$ cat src/rtl/imem_loader_if.sv
// Byte-stream and instruction-memory write-port bundle for imem_loader.
// The master side is the loader; the slave side is the stream source, the memory and the CPU control.
interface imem_loader_if;
  logic        rx_valid;
  logic [7:0]  rx_data;
  logic        rx_ready;
  logic        we;
  logic [31:0] wa;
  logic [31:0] wd;
  logic        cpu_hold;
  logic        done;
  logic        err;

  modport master (
    input  rx_valid, rx_data,
    output rx_ready, we, wa, wd, cpu_hold, done, err
  );

  modport slave (
    output rx_valid, rx_data,
    input  rx_ready, we, wa, wd, cpu_hold, done, err
  );
endinterface

$ cat src/rtl/imem_loader.sv
// Boot loader: parses an A5/count/payload/XOR-checksum frame, writes 32-bit words into
// instruction memory, and keeps the CPU held until a frame with a good checksum lands.
module imem_loader #(
  parameter int DEPTH  = 64,
  parameter int ADDR_W = 6
) (
  input  logic          clk,
  input  logic          reset,
  imem_loader_if.master bus
);

  localparam logic [7:0] HDR     = 8'hA5;
  localparam logic [7:0] DEPTH_N = 8'(DEPTH);

  typedef enum logic [2:0] {IDLE, COUNT, DATA, CHECK, DONE, ERR} state_t;

  state_t              state_q, state_d;
  logic [7:0]          n_q, n_d;
  logic [ADDR_W-1:0]   idx_q, idx_d;
  logic [1:0]          bcnt_q, bcnt_d;
  logic [7:0]          acc_q, acc_d;
  logic [23:0]         word_q, word_d;
  logic [31:0]         wd_q, wd_d;
  logic [31:0]         wa_q, wa_d;
  logic                we_q, we_d;
  logic                done_q, done_d;
  logic                err_q, err_d;
  logic                hold_q, hold_d;
  logic                rx_ready;
  logic                accept;
  logic                last_word;

  // The only back-pressure cycle is the write strobe, giving 4 bytes per 5 cycles.
  assign rx_ready  = ~we_q;
  assign accept    = bus.rx_valid && rx_ready;
  assign last_word = (8'(idx_q) == (n_q - 8'd1));

  always_comb begin
    state_d = state_q;
    n_d     = n_q;
    idx_d   = idx_q;
    bcnt_d  = bcnt_q;
    acc_d   = acc_q;
    word_d  = word_q;
    wd_d    = wd_q;
    wa_d    = wa_q;
    we_d    = 1'b0;

    if (we_q) idx_d = idx_q + 1'b1;

    if (accept) begin
      case (state_q)
        IDLE: if (bus.rx_data == HDR) state_d = COUNT;
        COUNT: begin
          if (bus.rx_data == 8'd0 || bus.rx_data > DEPTH_N) begin
            state_d = ERR;
          end else begin
            n_d     = bus.rx_data;
            idx_d   = '0;
            bcnt_d  = 2'd0;
            acc_d   = 8'd0;
            state_d = DATA;
          end
        end
        DATA: begin
          acc_d  = acc_q ^ bus.rx_data;
          bcnt_d = bcnt_q + 2'd1;
          case (bcnt_q)
            2'd0: word_d[7:0]   = bus.rx_data;
            2'd1: word_d[15:8]  = bus.rx_data;
            2'd2: word_d[23:16] = bus.rx_data;
            default: begin
              wd_d = {bus.rx_data, word_q};
              wa_d = 32'(idx_q) << 2;
              we_d = 1'b1;
              if (last_word) state_d = CHECK;
            end
          endcase
        end
        CHECK: state_d = (bus.rx_data == acc_q) ? DONE : ERR;
        DONE, ERR: if (bus.rx_data == HDR) state_d = COUNT;
        default: state_d = IDLE;
      endcase
    end

    done_d = (state_d == DONE);
    err_d  = (state_d == ERR);
    hold_d = (state_d != DONE);
  end

  always_ff @(posedge clk or posedge reset) begin
    if (reset) begin
      state_q <= IDLE;
      n_q     <= 8'd0;
      idx_q   <= '0;
      bcnt_q  <= 2'd0;
      acc_q   <= 8'd0;
      word_q  <= 24'd0;
      wd_q    <= 32'd0;
      wa_q    <= 32'd0;
      we_q    <= 1'b0;
      done_q  <= 1'b0;
      err_q   <= 1'b0;
      hold_q  <= 1'b1;
    end else begin
      state_q <= state_d;
      n_q     <= n_d;
      idx_q   <= idx_d;
      bcnt_q  <= bcnt_d;
      acc_q   <= acc_d;
      word_q  <= word_d;
      wd_q    <= wd_d;
      wa_q    <= wa_d;
      we_q    <= we_d;
      done_q  <= done_d;
      err_q   <= err_d;
      hold_q  <= hold_d;
    end
  end

  assign bus.rx_ready = rx_ready;
  assign bus.we       = we_q;
  assign bus.wa       = wa_q;
  assign bus.wd       = wd_q;
  assign bus.cpu_hold = hold_q;
  assign bus.done     = done_q;
  assign bus.err      = err_q;

endmodule

$ cat src/flat_wrapper.sv
// flat-port wrapper written by rule: the top's interface ports become plain ports
module imem_loader_flat 
#(
  parameter int DEPTH  = 64,
  parameter int ADDR_W = 6
)
  (clk, reset, bus_rx_valid, bus_rx_data, bus_rx_ready, bus_we, bus_wa, bus_wd, bus_cpu_hold, bus_done, bus_err);
  imem_loader_if bus_i ();
  input  logic clk;
  input  logic reset;
  input wire logic [$bits(bus_i.rx_valid)-1:0] bus_rx_valid;
  input wire logic [$bits(bus_i.rx_data)-1:0] bus_rx_data;
  output wire logic [$bits(bus_i.rx_ready)-1:0] bus_rx_ready;
  output wire logic [$bits(bus_i.we)-1:0] bus_we;
  output wire logic [$bits(bus_i.wa)-1:0] bus_wa;
  output wire logic [$bits(bus_i.wd)-1:0] bus_wd;
  output wire logic [$bits(bus_i.cpu_hold)-1:0] bus_cpu_hold;
  output wire logic [$bits(bus_i.done)-1:0] bus_done;
  output wire logic [$bits(bus_i.err)-1:0] bus_err;
  assign bus_i.rx_valid = bus_rx_valid;
  assign bus_i.rx_data = bus_rx_data;
  assign bus_rx_ready = bus_i.rx_ready;
  assign bus_we = bus_i.we;
  assign bus_wa = bus_i.wa;
  assign bus_wd = bus_i.wd;
  assign bus_cpu_hold = bus_i.cpu_hold;
  assign bus_done = bus_i.done;
  assign bus_err = bus_i.err;
  imem_loader #(.DEPTH(DEPTH), .ADDR_W(ADDR_W)) u_core (.clk(clk), .reset(reset), .bus(bus_i));
endmodule
$ cat config.mk
export PLATFORM = sky130hd
export DESIGN_NAME = imem_loader_flat
export DESIGN_NICKNAME = d
export VERILOG_FILES = /design/src/rtl/imem_loader_if.sv /design/src/rtl/imem_loader.sv /design/src/flat_wrapper.sv
export SDC_FILE = /design/constraint.sdc
export NUM_CORES = 1
export LEC_CHECK = 0
export BUFFER_PORTS_ARGS = -buffer_cell sky130_fd_sc_hd__buf_2
export CORE_ASPECT_RATIO = 0.7
export CORE_MARGIN = 2
export CORE_UTILIZATION = 25
export CTS_CLUSTER_SIZE = 8
export DETAILED_ROUTE_END_ITERATION = 10
export PLACE_DENSITY = 0.46
export SLEW_MARGIN = 20
export SYNTH_ARGS = -nofsm -noshare
export SYNTH_HDL_FRONTEND = slang
export SYNTH_SLANG_ARGS = --single-unit
$ cat constraint.sdc
create_clock -name clk -period 6.2 [get_ports clk]
set_input_delay 0.62 -clock clk [delete_from_list [all_inputs] [get_ports clk]]
set_output_delay 0.62 -clock clk [all_outputs]
set_load 0.02 [all_outputs]
# ---- Word-level counts from Yosys, hierarchy flattened
# Index checks and enable logic that the tools add are counted.
dict set report totals {
  n_memories 0
  output_inout_bits 69
  romBits 0
  ramBits 0
  reg_bits 93
  latch_bits 0
}
dict set report op_classes {
  n_eq_ne 14
  mul 0
  n_shift 0
  muxes 18
  div_mod_pow 0
  bitwise_logic 4
  reduce_logical 14
  addsub 3
  order_cmp 1
}
# operator count
set ops {}
lappend ops {{6-bit two-way mux} 4}
lappend ops {{3-bit AND reduction} 6}
lappend ops {{8-bit case mux with 2 select lines} 1}
lappend ops {{3-bit two-way mux} 5}
lappend ops {{3-bit equality test (second input constant)} 4}
lappend ops {{3-bit case mux with 4 select lines} 1}
lappend ops {{6-bit by 8-bit equality test with 1-bit output} 1}
lappend ops {{8-bit equality test} 1}
lappend ops {{8-bit equality test (second input constant)} 1}
lappend ops {{8-bit by 7-bit > comparator with 1-bit output (second input constant)} 1}
lappend ops {{8-bit logical NOT} 1}
lappend ops {{8-bit two-way mux} 1}
lappend ops {{8-bit by 1-bit subtractor with 8-bit output (second input constant)} 1}
lappend ops {{8-bit bitwise XOR} 1}
lappend ops {{6-bit by 1-bit adder with 6-bit output (second input constant)} 1}
lappend ops {{3-bit by 2-bit equality test with 1-bit output (second input constant)} 2}
lappend ops {{3-bit OR reduction} 2}
lappend ops {{1-bit two-way mux} 4}
lappend ops {{2-bit case mux with 2 select lines} 1}
lappend ops {{3-bit by 1-bit equality test with 1-bit output (second input constant)} 1}
lappend ops {{3-bit logical NOT} 1}
lappend ops {{3-bit != test (second input constant)} 1}
lappend ops {{1-bit inverter} 3}
lappend ops {{2-bit by 1-bit adder with 2-bit output (second input constant)} 1}
lappend ops {{8 further kinds} 8}

# ---- Logic depth before layout (Yosys ltp)
# Gate-level depths: netlist of the first run.
dict set report depth {
  ltp_word 7
  ltp_mapped 8
  depth_no_buf 7
}

# ---- Least setup slack after synthesis of the first run
# Ideal clock, no wire load.
dict set report synth_timing {
  path_type {input to register}
  startpoint {input port bus_rx_data[3]}
  endpoint {register u_core.acc_q[6]}
  t_arrival_ns 1.951
  stages 7
  slack_ns 4.131
  t_required_ns 6.082
  setup_ns 0.118
  cell_sequence {buf_2 or3_4 nor4_4 o21a_2 buf_6 o22ai_1 a21o_1}
}
dict set report synth_between {
  elab_chain_len 4
}
# element line_no
set synth_rtl {}
lappend synth_rtl {{start: declaration} flat_wrapper.sv:12} ;# input wire logic [$bits(bus_i.rx_data)-1:0] bus_rx_data;
lappend synth_rtl {{8-bit by 7-bit > comparator with 1-bit output / 8-bit logical NOT (equally long branches)} imem_loader.sv:55} ;# if (bus.rx_data == 8'd0 || bus.rx_data > DEPTH_N) begin
lappend synth_rtl {{1-bit logical OR *} imem_loader.sv:55}
lappend synth_rtl {{2-bit != test (no source line) *} n/a}
lappend synth_rtl {{3-bit AND reduction (no source line) *} n/a}
lappend synth_rtl {{end signal: assignment} imem_loader.sv:97} ;# acc_q <= 8'd0;
lappend synth_rtl {{end signal: assignment} imem_loader.sv:110} ;# acc_q <= acc_d;
lappend synth_rtl {{end: declaration} imem_loader.sv:21} ;# logic [7:0] acc_q, acc_d;
# Mark *: on every way between the ends. The rest lies on a longest branch, timed or not.
# A chain may end at the register's enable or synchronous reset.

# ---- Worst setup path after layout of the first run
dict set report layout_timing {
  startpoint {register u_core.state_q[1]}
  endpoint {register u_core.wd_q[1], in the netlist u_core.bus.wd[1]}
}
dict set report layout_between {
  elab_chain_len 2
}
# element line_no
set layout_rtl {}
lappend layout_rtl {{start: declaration} imem_loader.sv:17} ;# state_t state_q, state_d;
lappend layout_rtl {{start signal: assignment} imem_loader.sv:106} ;# state_q <= state_d;
lappend layout_rtl {{3-bit by 2-bit equality test with 1-bit output} imem_loader.sv:52} ;# case (state_q)
lappend layout_rtl {{3-bit AND reduction (no source line)} n/a}
lappend layout_rtl {{end signal: assignment} imem_loader.sv:112} ;# wd_q <= wd_d;
lappend layout_rtl {{end: declaration} imem_loader.sv:23} ;# logic [31:0] wd_q, wd_d;
# Every way passes these cells.

==> metrics.txt, run 1 <==
status=finished clean; Setup-failing EPs final=0; Layout fillers=1784; Starting Density=0.2583; CP bufs+invs=1; worst stage delay on the critical path=0.59 ns; Rows=40; H-tree depth=3; Final TNS setup=0 ns; clk_skew=0.007074 ns; PortBufs=53; Fin Hold WS=0.2405 ns; HPWL after DPL=6923 um; most common cell in the netlist=dfrtp_1; final hold vios=0; Top cell by count, worst path=nand2_1; max-cap violations=0; RSZ-0062 raised after global routing=no; Synth Flop Type=dfrtp_1; CTS Hold Bufs=0; Post-Synthesis Cells=377; unique cell type count in the Yosys netlist=51; Post-Layout Cell Count=659; Worst R2R Path Depth=5; nets=439; Placeable Area=17320 um^2; Clk pin slew, worst setup/hold paths=0.07 ns; CP max FO=23; hold crit path type=input pin to asynchronous set/reset pin; number of setup buffers added after CTS=0; first-pass GRT wire length=16200 um; leakage=2.602 nW; VDD IR max=0.0001406 V; kind of critical path=flop to flop; initial antenna violation count=0; Critical-path top delay cell=dfrtp_1; clock root buffer=clkbuf_16; PwrDens=356.7 nW/um^2; CTS sink count=93; drt drc=0; CP Data Required Time=6.42 ns; Mapped Area=4473 um^2; Rel. slew slack=0.3777; ratio of cells with drive above 1 in the final layout=0.3279; Post-synth EDFFs=0; number of synthesized register bits=93; largest net degree at the start of global routing=73; post-route clock period utilization=0.4292; die height=115.9 um; Layout Area Growth over Synthesis=15.47%; TritonCTS Buffers=9; Die Wd=163.9 um; final core utilization=0.2983; commonest cells in the netlist=dfrtp_1, mux2_2, nand2_1; Total GRT Usage=0.1132; Slew Limit Fails=0; drt pass-1 iters=4; post-synth top area share=0.5147; Data arrival, critical path=2.88 ns; die area=19000 um^2; Final Routed Wirelength=10140 um; Max Fclk=375.8 MHz; gpl congestion=0.7895; post-synthesis sequential area ratio=0.5206; average cell area after synthesis=11.86 um^2; wire per inst=15.39 um; vias in the first global route=2873; largest cells by area after synthesis=dfrtp_1, mux2_2, buf_4, nand2_1, xor2_1; Skew-Pair Late Insertion Delay=0.34 ns; grt ovf=0; Worst setup SP type=flop; worst-path cell chain=nand2_1 -> nor2_4 -> nand2_1 -> buf_4 -> mux2_1; Synth Warn #=0; Slew @ Worst Pin=0.9335 ns; # placed instances=642; leading area contributor after synthesis=dfrtp_1; WP depth=5; minimum clock period=2.661 ns; Antenna Nets Post-Route=0; IO Count=80; Synth async-reset ratio=1.000; Via-to-Cell Ratio=4.325; CTS max path bufs=2; CP Capture Type=flop; Post-CTS Resized=0; CP delay by family, top=simple AND/OR/NAND/NOR gates; initial drt markers=97; via count=2850; CTS tree=built
==> report_power, final <==
group	switching [mW]	internal (mW)
registers	0.126	0.716
clock network	0.232	0.376
logic	0.206	0.187
total	0.563	1.28
==> cell usage in the layout, fill, tap and decap left out, drive strengths merged, types with 7 or more instances in the layout <==
| cell type | n |
|---|---|
| o21ai | 7 |
| xor2 | 12 |
| nand2 | 32 |
| nor2 | 17 |
| buf | 55 |
| nor4 | 7 |
| clkbuf | 11 |
| mux2 | 63 |
| dfrtp | 92 |
| xnor2 | 8 |
| a21oi | 10 |
| conb | 26 |
| inv | 8 |
==> sequential cells by signal, indices dropped and copies added (netlist names) <==
register	flops
u_core.n_q	8
u_core.bus.we	1
u_core.bus.done	1
u_core.bus.cpu_hold	1
u_core.idx_q	6
u_core.acc_q	8
u_core.word_q	24
u_core.state_q	3
u_core.bus.err	1
u_core.bus.wa	6
u_core.bcnt_q	2
u_core.bus.wd	32
==> logic make-up (layout without fill, tap and decap cells) <==
family,Yosys count,count (layout),share of synthesized area
flops,93,93,0.5206
other cells,1,27,0.0008384
xor+xnor,20,20,0.03916
simple gates,93,93,0.1097
buf+inv,54,79,0.07664
compound gates,42,42,0.06658
mux,68,68,0.1698
fa+ha+maj,6,6,0.01678
==> area by class of cell <==
cell class	count	area, um^2	share of cell area
flip-flops and latches	93	2328	0.4508
repair buffers	55	280.3	0.05426
diodes	1	2.502	0.0004845
inverters	8	31.28	0.006056
clock buffers	11	252.7	0.04893
multi-input cells	255	1899	0.3677
clock inverters	5	81.33	0.01575
well taps	231	289.0	0.05596
==> worst paths after layout <==
check / startpoint / to / slack (ns)
setup / recovery: u_core.state_q[1] / u_core.bus.wd[1] / 3.54
hold / removal: reset / u_core.bus.wd[25] / 0.24
setup reg to reg: u_core.state_q[1] / u_core.bus.wd[1] / 3.54
hold reg to reg: u_core.word_q[5] / u_core.bus.wd[5] / 0.49
max in group asynchronous: reset / u_core.n_q[4] / 4.70
min in group clk: u_core.word_q[5] / u_core.bus.wd[5] / 0.49
==> through the flow <==
step / instance area, um^2 / setup WS (ns) / power (mW)
detailed placement: 4828 / 3.475 / 1.247
CTS: 5162 / 3.478 / 1.866
global placement: 4825 / 3.540 / 1.230
finish: 5165 / 3.539 / 1.843
floorplan: 4567 / 3.161 / 1.152
global route: 5162 / 3.262 / 1.958
==> metal layers <==
metal / wire, um / global-route usage / vias up / share of wire
li1: - / - / 1343 / -
met1: 5153 / 0.1656 / 1427 / 0.51
met2: 4174 / 0.1546 / 72 / 0.41
met3: 730 / 0.04617 / 8 / 0.072
met4: 80 / 0.02515 / 0 / 0.0079
met5: 0 / 0 / - / 0
No activity file was read; power rests on OpenSTA's default activity.
==> run 2, diff against run 1 <==
--- a/config.mk
+++ b/config.mk
@@ -5,6 +5,7 @@
 export SDC_FILE = /design/constraint.sdc
 export NUM_CORES = 1
 export LEC_CHECK = 0
+export ABC_AREA = 1
 export BUFFER_PORTS_ARGS = -buffer_cell sky130_fd_sc_hd__buf_2
 export CORE_ASPECT_RATIO = 0.7
 export CORE_MARGIN = 2
==> constraint.sdc (replaced) <==
create_clock -name clk -period 2.7 [get_ports clk]
set_input_delay 0.27 -clock clk [delete_from_list [all_inputs] [get_ports clk]]
set_output_delay 0.27 -clock clk [all_outputs]
set_load 0.02 [all_outputs]
==> metrics.txt, run 2 <==
Skew-Pair Late Insertion Delay=0.34 ns (about the same); Synth Warn #=0 (unchanged); drt drc=0 (unchanged); Power Total=4.371 mW (+140%); Starting Density=0.2550 (-0.003338); Reg power frac=0.442 (-0.015); Placeable Area=17120 um^2 (-1.2%); Slew Limit Fails=0 (unchanged); PortBufs=53 (unchanged); Data arrival, critical path=2.07 ns (-0.81 ns); RSZ-0062 raised after global routing=no; Via-to-Cell Ratio=4.220 (-2.4%); CP Capture Type=flop; Setup-failing EPs final=0 (unchanged); number of flip-flops in the largest register=32 (unchanged); Int Power=2.821 mW (+120%); grt ovf=0 (unchanged); most frequent cells in the layout=nand2_1, dfrtp_1, buf_2, o21ai_1, inv_1; TritonCTS Buffers=9 (unchanged); Post-CTS Resized=0 (unchanged); CTS Hold Bufs=1 (+1); hold_sp=bus_rx_data[1]; Post-synth EDFFs=0 (unchanged); post-synthesis sequential area ratio=0.5335 (+0.01298); Sw Share=0.3546 (+0.04888); Final TNS setup=0 ns (unchanged); initial drt markers=203 (+110%); die height=114.5 um (-1.2%); largest net degree at the start of global routing=69 (-5.5%); Final Routed Wirelength=11170 um (+10%); post-route clock period utilization=0.6711 (+0.2418); clock root buffer=clkbuf_16; Clk pin slew, worst setup/hold paths=0.07 ns (about the same); Comb pwr share=0.265 (+0.052); final hold vios=0 (unchanged); leakage=2.756 nW (+5.9%); drt pass-1 iters=4 (unchanged); Post-Synthesis Cells=529 (+40%); Synth Flop Type=dfrtp_1; Slew @ Worst Pin=0.8571 ns (-0.07636 ns); Worst setup SP type=flop; flop2flop setup slack=0.89 ns (-2.65 ns); commonest non-fill, non-tap cell in the layout=nand2_1; CTS max path bufs=2 (unchanged); Mapped Area=4364 um^2 (-2.4%); number of setup buffers added after CTS=0 (unchanged); Total GRT Usage=0.1274 (+0.01424); IO Count=80 (unchanged); worst setup margin=0.8882 ns (-2.651 ns); CP max FO=51 (+120%); Rel. slew slack=0.4278 (+0.05008); post-synth top area share=0.5275 (+0.01284); nets=600 (+37%); first-pass GRT wire length=18320 um (+13%); initial antenna violation count=1 (+1); minimum clock period=1.812 ns (-0.8493 ns); Rows=40 (unchanged); max-cap violations=0 (unchanged); kind of critical path=flop to flop; VDD IR max=0.0002986 V (+110%); Net Sw Power=1.550 mW (+180%); ratio of cells with drive above 1 in the final layout=0.1891 (-0.1388); HPWL after DPL=8028 um (+16%); Antenna Nets Post-Route=0 (unchanged); largest cells by area after synthesis=dfrtp_1, nand2_1, o21ai_1, buf_4, inv_1; clk_skew=0.007027 ns (-0.00004655 ns); status=finished clean; average cell area after synthesis=8.250 um^2 (-30%); gpl congestion=0.8005 (+1.4%); PwrDens=859.6 nW/um^2 (+140%); CP Data Required Time=2.96 ns (-3.46 ns); ant diodes=0 (-1); die area=18550 um^2 (-2.4%); number of synthesized register bits=93 (unchanged); wire per inst=13.66 um (-11%); hold crit path type=input pin to flop; most common cell in the netlist=nand2_1; Clk network pwr share=0.293 (-0.037); Layout Area Growth over Synthesis=16.51%; Synth async-reset ratio=1.000 (unchanged); via count=3452 (+21%); Max Fclk=551.9 MHz (+47%); H-tree depth=3 (unchanged); vias in the first global route=3397 (+18%); CTS sink count=93 (unchanged); Die Wd=161.9 um (-1.2%); leading area contributor after synthesis=dfrtp_1; worst r2r src=u_core.bcnt_q[0]; commonest cells in the netlist=nand2_1, dfrtp_1, o21ai_1; Setup crit start=u_core.bcnt_q[0]; CTS tree=built; unique cell type count in the Yosys netlist=29 (-43%); Place WS=0.8444 ns (-2.630 ns)
==> run 2: cell families after synthesis <==
family | Yosys count | share of synthesized area
compound gates | 65 | 0.07569
xor+xnor | 4 | 0.008029
fa+ha+maj | 6 | 0.01720
buf+inv | 99 | 0.1135
flops | 93 | 0.5335
other cells | 1 | 0.0008593
simple gates | 261 | 0.2511
==> run 2: layout make-up <==
class / count / area (um^2)
clock buffer: 9 / 225.2
sequential: 93 / 2328
tap: 231 / 289.0
multi-input combinational: 362 / 1634
timing repair buffer: 57 / 310.3
fill: 1891 / 12030
inverter: 60 / 226.5
clock inverter: 6 / 71.32
==> run 2: path summary, 6_finish.rpt <==
kind | depth (start not counted) | to
setup / recovery | 6 | u_core.bus.wa[4]
hold / removal | 4 | u_core.acc_q[1]
setup reg to reg | 6 | u_core.bus.wa[4]
hold reg to reg | 2 | u_core.bus.wd[6]
max in group asynchronous | 4 | u_core.bus.cpu_hold
min in group asynchronous | 3 | u_core.bus.wd[6]
==> run 2: layer usage <==
layer	vias up	track usage	wire length, um
met5	-	0	0
met4	0	0.02478	72
met3	9	0.03079	577
met2	86	0.1852	4623
met1	1646	0.1919	5898
li1	1711	-	-
==> run 2: power groups by stage <==
stage	Clock [mW]	Combinational, mW	Sequential (mW)
after floorplan	0	0.870	1.95
after global placement	0	1.13	1.95
after detailed placement	0	1.16	1.96
after CTS	1.33	1.17	1.93
after global routing	1.38	1.37	1.97
final	1.28	1.16	1.93
==> run 2: stage by stage <==
stage | util | hold WS (ns) | std cells | area (um^2)
floorplan | - | 0.4330 | 554 | 4458
global placement | 0.2792 | 0.2905 | 802 | 4778
detailed placement | 0.2792 | 0.3029 | 802 | 4778
CTS | 0.2971 | 0.2499 | 818 | 5085
global route | 0.2971 | 0.3089 | 818 | 5085
finish | 0.2971 | 0.2674 | 818 | 5085
==> run 2: critical path, cell delays in order, from the launching register on <==
cell and delay (ns):
dfrtp_1 0.40, ha_1 0.21, nand4_1 0.16, nor2_2 0.06
inv_2 0.63, nand2_1 0.13, o21ai_1 0.11
==> run 3, diff against run 2 <==
==> constraint.sdc (replaced) <==
create_clock -name clk -period 1.9 [get_ports clk]
set_input_delay 0.19 -clock clk [delete_from_list [all_inputs] [get_ports clk]]
set_output_delay 0.19 -clock clk [all_outputs]
set_load 0.02 [all_outputs]
==> metrics.txt, run 3 (synthesis results as in run 2) <==
status=finished clean; Layout Area Growth over Synthesis=18.35%; # placed instances=809 (+0.87%); clock root buffer=clkbuf_16; commonest non-fill, non-tap cell in the layout=nand2_1; CTS tree=built; DP Area=4833 um^2 (+1.2%); VDD IR max=0.0004860 V (+63%); Worst R2R Path Depth=13 (+7); final hold vios=0 (unchanged); Setup-failing EPs final=0 (unchanged); drt pass-1 iters=4 (unchanged); CTS max path bufs=2 (unchanged); H-tree depth=3 (unchanged); Skew-Pair Late Insertion Delay=0.34 ns (about the same); Post-Layout Cell Count=827 (+1.1%); number of flip-flops in the largest register=32 (unchanged); die height=114.5 um (unchanged); Max Fclk=575.5 MHz (+4.3%); Data arrival, critical path=2.02 ns (-0.05 ns); IO Count=80 (unchanged); PortBufs=53 (unchanged); via count=3430 (-0.64%); drt drc=0 (unchanged); CP max FO=5 (-90%); leakage=2.797 nW (+1.5%); Critical Path Sink=u_core.bus.err; RSZ-0062 raised after global routing=yes; nets=608 (+1.3%); post-route clock period utilization=0.9145 (+0.2435); PwrDens=1208 nW/um^2 (+41%); Via-to-Cell Ratio=4.148 (-1.7%); CTS sink count=93 (unchanged); worst setup margin=0.1624 ns (-0.7258 ns); max-cap violations=0 (unchanged); Placeable Area=17120 um^2 (unchanged); initial drt markers=212 (+4.4%); gpl congestion=0.8249 (+3.0%); wire per inst=12.74 um (-6.7%); Total GRT Usage=0.1197 (-0.007685); ratio of cells with drive above 1 in the final layout=0.2030 (+0.01392); die area=18550 um^2 (unchanged); grt ovf=0 (unchanged); post-route cell area=5165 um^2 (+1.6%); Starting Density=0.2550 (unchanged); Worst setup SP type=flop; clk_skew=0.004182 ns (-0.002845 ns); ant diodes=0 (unchanged); CP Data Required Time=2.18 ns (-0.78 ns); Final Routed Wirelength=10540 um (-5.7%); initial antenna violation count=0 (-1); largest net degree at the start of global routing=56 (-19%); most frequent cells in the layout=nand2_1, dfrtp_1, buf_2, o21ai_1, inv_1; Clk pin slew, worst setup/hold paths=0.07 ns (about the same); kind of critical path=flop to flop; minimum clock period=1.738 ns (-0.07420 ns); flop2flop setup slack=0.16 ns (-0.73 ns); vias in the first global route=3328 (-2.0%); CP Capture Type=flop; Slew Limit Fails=0 (unchanged); final core utilization=0.3018 (+0.004678); worst r2r src=u_core.n_q[0]; Place WS=0.1240 ns (-0.7205 ns); Die Wd=161.9 um (unchanged); Antenna Nets Post-Route=0 (unchanged); TritonCTS Buffers=9 (unchanged); HPWL after DPL=7749 um (-3.5%); worst reg2reg path endpoint=u_core.bus.err; Setup crit start=u_core.n_q[0]; hold crit path type=input pin to flop; Rows=40 (unchanged); first-pass GRT wire length=17350 um (-5.3%)
==> run 3: cell count changes in the layout (fill, tap and decap cells not counted), sizes merged <==
cell / delta
inv: +1
buf: +8
clkinv: -2
clkinvlp: +2
==> run 3: power by group <==
group	total, mW	switching, mW	leakage (nW)	internal (mW)
sequential	2.72	0.315	1.26	2.41
combinational	1.66	1.06	1.39	0.598
clock	1.86	0.817	0.141	1.04
total	6.24	2.20	2.80	4.04
==> run 3: critical path, stage by stage (launching register included) <==
cell and delay [ns]:
dfrtp_1 0.39, inv_2 0.11, ha_1 0.26, inv_1 0.06, nand2_1 0.04, nand2_1 0.05
nand2_1 0.09, nor2_1 0.15, nand2_1 0.06, nor2_1 0.08, nand3_1 0.12, nand3_2 0.10
nand2_1 0.08, nor2_1 0.09
==> run 3: cell type report <==
type / count / area, um^2
fill: 1888 / 11950
multi-input combinational: 362 / 1639
clock inverter: 7 / 81.33
inverter: 60 / 231.5
sequential: 93 / 2328
tap: 231 / 289.0
clock buffer: 9 / 225.2
timing repair buffer: 65 / 370.4
==> run 3: repair_timing <==
| action | 4_1_cts | 5_1_grt |
|---|---|---|
| gates resized for setup | 0 | 3 |
| hold buffers | 1 | 0 |
| endpoints found under the hold margin | 18 | 0 |
| setup endpoints to repair | 0 | 8 |
| buffers inserted | 0 | 1 |
==> run 3: stage by stage <==
stage	power [mW]	TNS [ns]	hold slack, ns
global route	6.713	-0.01593	0.2120
finish	6.239	0	0.1939
global placement	4.376	0	0.2399
floorplan	4.004	0	0.3530
detailed placement	4.409	0	0.2394
CTS	6.313	0	0.1774
==> run 3: layer usage <==
layer / global-route usage / routed length [um]
met5: 0 / 0
met3: 0.03477 / 567
met1: 0.1785 / 5593
met2: 0.1745 / 4321
met4: 0.01770 / 55
==> run 3: worst min-delay path by stage <==
| stage | cells after the start | slack [ns] | endpoint | start |
|---|---|---|---|---|
| final | 4 | 0.19 | u_core.acc_q[3] | bus_rx_data[3] |
| after global routing | 4 | 0.21 | u_core.acc_q[3] | bus_rx_data[3] |
| after CTS | 4 | 0.18 | u_core.acc_q[3] | bus_rx_data[3] |
| after detailed placement | 2 | 0.24 | u_core.idx_q[0] | reset |
| after global placement | 2 | 0.24 | u_core.idx_q[0] | reset |
| after floorplan | 2 | 0.35 | u_core.word_q[7] | bus_rx_data[7] |
